`src/rtl/el2_ahbl_systick.sv`:
```
// el2_ahbl_systick: AHB-Lite slave SysTick timer (CTRL/LOAD/VAL/CALIB), zero wait states.
// Build option: define SYSTICK_CALIB_EN to report NOREF=1, SKEW=0 and CALIB_TENMS in CALIB;
// with it undefined CALIB reads as zero and CALIB_TENMS has no effect.
module el2_ahbl_systick #(
  parameter logic [23:0] CALIB_TENMS = 24'd1000000
) (
  input  logic        HCLK,
  input  logic        HRESET,
  input  logic        HSEL,
  input  logic [31:0] HADDR,
  input  logic [1:0]  HTRANS,
  input  logic        HWRITE,
  input  logic [2:0]  HSIZE,
  input  logic [31:0] HWDATA,
  input  logic        HREADY,
  output logic        HREADYOUT,
  output logic [31:0] HRDATA,
  output logic        HRESP,
  input  logic [23:0] SYSTICKCLKDIV,
  output logic        IRQ
);

  localparam logic [1:0] REG_CTRL  = 2'd0;
  localparam logic [1:0] REG_LOAD  = 2'd1;
  localparam logic [1:0] REG_VAL   = 2'd2;
  localparam logic [1:0] REG_CALIB = 2'd3;

  logic        addr_accept;
  logic        dp_valid;
  logic        dp_write;
  logic        dp_word;
  logic [1:0]  dp_addr;

  logic        ctrl_enable;
  logic        ctrl_tickint;
  logic        ctrl_clksrc;
  logic        count_flag;
  logic        irq_q;
  logic [23:0] load_q;
  logic [23:0] val_q;
  logic [23:0] val_d;
  logic [23:0] presc_q;
  logic [23:0] presc_d;

  logic        wr_en;
  logic        wr_ctrl;
  logic        wr_load;
  logic        wr_val;
  logic        rd_active;
  logic        rd_ctrl;
  logic        tick;
  logic        count_en;
  logic        flag_set;
  logic        flag_d;
  logic        tickint_d;
  logic [31:0] ctrl_word;
  logic [31:0] calib_word;
  logic        unused_inputs;

  assign HREADYOUT = 1'b1;
  assign HRESP     = 1'b0;
  assign IRQ       = irq_q;

  assign addr_accept = HSEL & HREADY & HTRANS[1];

  // Capture the accepted address phase so the next cycle can act as its data phase.
  always_ff @(posedge HCLK or posedge HRESET) begin
    if (HRESET) begin
      dp_valid <= 1'b0;
      dp_write <= 1'b0;
      dp_word  <= 1'b0;
      dp_addr  <= 2'd0;
    end else begin
      dp_valid <= addr_accept;
      dp_write <= HWRITE;
      dp_word  <= (HSIZE == 3'b010);
      dp_addr  <= HADDR[3:2];
    end
  end

  assign wr_en     = dp_valid & dp_write & dp_word;
  assign wr_ctrl   = wr_en & (dp_addr == REG_CTRL);
  assign wr_load   = wr_en & (dp_addr == REG_LOAD);
  assign wr_val    = wr_en & (dp_addr == REG_VAL);
  assign rd_active = dp_valid & ~dp_write;
  assign rd_ctrl   = rd_active & (dp_addr == REG_CTRL);

  assign tick      = ctrl_enable & (presc_q == SYSTICKCLKDIV);
  assign count_en  = ctrl_enable & (ctrl_clksrc ? tick : 1'b1);
  assign flag_set  = count_en & (val_q == 24'd1);
  assign tickint_d = wr_ctrl ? HWDATA[1] : ctrl_tickint;

  // Prescaler runs only while enabled and wraps to zero on reaching SYSTICKCLKDIV.
  always_comb begin
    presc_d = 24'd0;
    if (ctrl_enable && !tick) begin
      presc_d = presc_q + 24'd1;
    end
  end

  // Counter and flag next state: a VAL write beats counting, a fresh 1->0 set beats a read-clear.
  always_comb begin
    val_d  = val_q;
    flag_d = count_flag;
    if (wr_val) begin
      val_d  = 24'd0;
      flag_d = 1'b0;
    end else begin
      if (count_en) begin
        val_d = (val_q == 24'd0) ? load_q : (val_q - 24'd1);
      end
      flag_d = flag_set | (count_flag & ~rd_ctrl);
    end
  end

  // Architectural registers; IRQ is registered from the next-state flag so it tracks it exactly.
  always_ff @(posedge HCLK or posedge HRESET) begin
    if (HRESET) begin
      ctrl_enable  <= 1'b0;
      ctrl_tickint <= 1'b0;
      ctrl_clksrc  <= 1'b0;
      load_q       <= 24'd0;
      val_q        <= 24'd0;
      presc_q      <= 24'd0;
      count_flag   <= 1'b0;
      irq_q        <= 1'b0;
    end else begin
      if (wr_ctrl) begin
        ctrl_enable <= HWDATA[0];
        ctrl_clksrc <= HWDATA[2];
      end
      ctrl_tickint <= tickint_d;
      if (wr_load) begin
        load_q <= HWDATA[23:0];
      end
      val_q      <= val_d;
      presc_q    <= presc_d;
      count_flag <= flag_d;
      irq_q      <= flag_d & tickint_d;
    end
  end

  assign ctrl_word = {15'd0, count_flag, 13'd0, ctrl_clksrc, ctrl_tickint, ctrl_enable};

`ifdef SYSTICK_CALIB_EN
  assign calib_word = {1'b1, 1'b0, 6'd0, CALIB_TENMS};
`else
  assign calib_word = 32'h0000_0000;
`endif

  // Bus bits with no function in this slave, gathered so they are visibly intentional.
  assign unused_inputs = ^{HADDR[31:4], HADDR[1:0], HTRANS[0], HWDATA[31:24], CALIB_TENMS};

  // Read data is driven only during a read data phase and is zero otherwise.
  always_comb begin
    HRDATA = 32'd0;
    if (rd_active) begin
      case (dp_addr)
        REG_CTRL:  HRDATA = ctrl_word;
        REG_LOAD:  HRDATA = {8'd0, load_q};
        REG_VAL:   HRDATA = {8'd0, val_q};
        REG_CALIB: HRDATA = calib_word;
        default:   HRDATA = 32'd0;
      endcase
    end
  end

endmodule

```
`config.mk`:
```
export PLATFORM = sky130hd
export DESIGN_NAME = el2_ahbl_systick
export DESIGN_NICKNAME = d
export VERILOG_FILES = /design/src/rtl/el2_ahbl_systick.sv
export SDC_FILE = /design/constraint.sdc
export NUM_CORES = 1
export LEC_CHECK = 0
export CORE_MARGIN = 5
export CORE_UTILIZATION = 30
export DETAILED_ROUTE_END_ITERATION = 16
export SLEW_MARGIN = 20
export SYNTH_ARGS = -nofsm -noshare
export SYNTH_HDL_FRONTEND = slang
export SYNTH_SLANG_ARGS = --single-unit
```
`constraint.sdc`:
```
create_clock -name HCLK -period 8.6 [get_ports HCLK]
set_input_delay 2.58 -clock HCLK [delete_from_list [all_inputs] [get_ports HCLK]]
set_output_delay 2.58 -clock HCLK [all_outputs]
set_load 0.05 [all_outputs]
```
==> metrics <==
status=completed; 1st-pass router iterations=5; area growth from synthesis to layout=26.9%; Post-Syn Instances=529; first-pass GRT wire length=20,900 microns; Final nets=698; Post-CTS Setup Repair Bufs=0; dpl hpwl=8700 microns; Yosys top cell area share=42.5%; Hold Path Class=flip-flop to flip-flop; Slew @ Worst Pin=1.05 ns; die width=137 microns; Routed wire per std cell=15.5 microns; final worst path period share=65.9%; routed vias=4,105; antenna cells=0; Starting Density=30.5%; startpoint types=flip-flop; met1 wire length=5960 microns; Pwr Density=186 nW/um^2; sw power=349 uW; sequential share of the synthesized area=42.5%; top cell types by occurrence after synthesis=nor2_1, dfrtp_1, xnor2_1, a21oi_1, mux2_2; post-layout min period=5.67 ns; design area=6130 sq um; Slew Viols, Final=0; Required @ worst endpoint=6.02 ns; Post-DRT Antenna Nets=0; I/O pin count=133; hold path cells=1; Final Util=38.7%; GRT Overall Usage=13.8%; synthesis-stage register bit count=82; Distinct cells, synth=50; die area=18,700 sq um; average size of a mapped cell=9.13 sq um; Post-synth EDFFs=0; number of global-route vias before repair=4,074; WP data arrival=3.09 ns; # fillers=1,578; Max Buffers Root-to-Sink=2; initial antenna violation count=0; Routed Wire Length=12,600 microns; Post-synth ARST share=100%; ys flop type=dfrtp_1; cell area after synthesis=4830 sq um; clock transition at the registers of the reported paths=0.06 ns; reg2reg path depth=7; reg2reg end=val_q[22]; CTS sink count=82; Post-route DRC=0; final hold violations=0; clock power share=34.8%; max-cap violation count=0; worst-skew pair later-pin latency=0.34 ns; Overflow after GRT=0; Worst setup EP type=output pin; Hold Path Origin=ctrl_tickint; layout cells sized above 1=9.20%; CTS H-tree lvls=3; peak supply drop=0.0986 mV; final setup margin=2.93 ns; die height=137 microns; critical path peak fanout=15; Detailed Route Iter0 Violations=364; Via density=5.04; Comb pwr share=21.5%; num rows=46; Synth area leader=dfrtp_1; DR WL met3=702 microns; Crit Path Class=flip-flop to output pin; worst-case clock skew=0.00751 ns; synth top area cells=dfrtp_1, nor2_1, xnor2_1; Placed Area=5800 sq um; fmax=0.176 GHz; Seq pwr share=43.7%; Final setup viols=0; cts hold-fix bufs=0; DP Worst Slack=3.21 ns; top routing layer in use=met4; total negative slack=0 ns; LEAKAGE=2.33 nW; I/O Buffers=83; Core Box Area=15,800 sq um; CTS Buf Count=9; sw frac=30.6%; CTS tree=done; CTS resizes=0; Worst slew margin=29.8%; Pint=790 uW; Pwr Total=1.14 mW; setup slack, reg-to-reg=5.47 ns; top-count cell post-synth=nor2_1; Hold Path End=ctrl_tickint; RR Startpoint=val_q[8]; CTS root buffer=clkbuf_16; GPL Wtd Cong=0.843; unrepaired setup endpoints after global routing=no; yosys warns=0; largest net degree at the start of global routing=83; met2 wire length=5790 microns
==> power groups by stage <==
stage	clock network [mW]	registers (mW)	logic, mW
after floorplan	0	0.479	0.189
after global placement	0	0.500	0.237
after detailed placement	0	0.503	0.242
after CTS	0.408	0.496	0.244
after global routing	0.425	0.505	0.273
final	0.396	0.498	0.245
==> cell type report <==
cell class	count	area (sq um)	area share [%]
clock buffers	9	225	3.68
clock inverters	4	70.1	1.14
inverters	7	27.5	0.449
multi-input cells	406	2570	42.0
flip-flops and latches	82	2050	33.5
well taps	216	270	4.41
repair buffers	90	907	14.8
==> sequential cells by signal, indices dropped and copies added (netlist names), 2 cells and up <==
register  count
presc_q      24
val_q        24
dp_addr       2
load_q       24
==> critical path, stage by stage (launching register included) <==
cell and delay [ns]:
dfrtp_1 0.53, nor2b_1 0.73, buf_4 0.36, a21oi_1 0.10
nor2_1 0.17, clkdlybuf4s50_1 0.86
==> metal layers <==
| metal | GRT usage [%] | up-vias |
|---|---|---|
| met5 | 0 | - |
| met4 | 4.32 | 0 |
| met2 | 20.8 | 116 |
| met3 | 2.65 | 10 |
| li1 | - | 1986 |
| met1 | 19.9 | 1993 |
==> worst max path at each step <==
stage | slack, ns | cells past startpoint | endpoint | start
2_1_floorplan | 3.91 | 1 | IRQ | HRESET
3_3_place_gp | 3.26 | 7 | val_q[2] | SYSTICKCLKDIV[21]
3_5_place_dp | 3.21 | 7 | val_q[0] | SYSTICKCLKDIV[21]
4_1_cts | 2.93 | 5 | HRDATA[2] | dp_addr[1]
5_1_grt | 2.80 | 5 | HRDATA[22] | dp_addr[1]
6_report | 2.93 | 5 | HRDATA[2] | dp_addr[1]
==> cell families after synthesis <==
logic type / Yosys count / synth area share [%]
xor+xnor: 46 / 8.35
simple gates: 209 / 21.2
mux: 30 / 6.89
flops: 82 / 42.5
compound gates: 107 / 14.6
buf+inv: 49 / 5.21
fa+ha+maj: 4 / 1.04
other cells: 2 / 0.156
==> layout by cell type, fill, tap and decap left out, types with 9 or more instances in the layout <==
cell             Yosys  layout
nand2_1             25      25
a21oi_1             30      30
nand3_1             12      12
nand4_1             14      14
conb_1               2      10
dfrtp_1             82      82
nor2_1              94      94
xnor2_1             36      36
nor3_1              14      14
xor2_1              10      10
mux2_2              26      26
a22oi_1             20      20
clkdlybuf4s50_1      0      83
o31ai_1             14      14
o211ai_1            17      17
clkbuf_16            0       9
o21ai_0             10      10
nor4_1              10      10
==> metrics by stage <==
step | hold WS, ns | instances
2_1_floorplan | 0.468 | 537
6_report | 0.532 | 814
3_5_place_dp | 0.524 | 800
3_3_place_gp | 0.508 | 800
5_1_grt | 0.550 | 814
4_1_cts | 0.538 | 813
(Power assumes the default switching activity.)
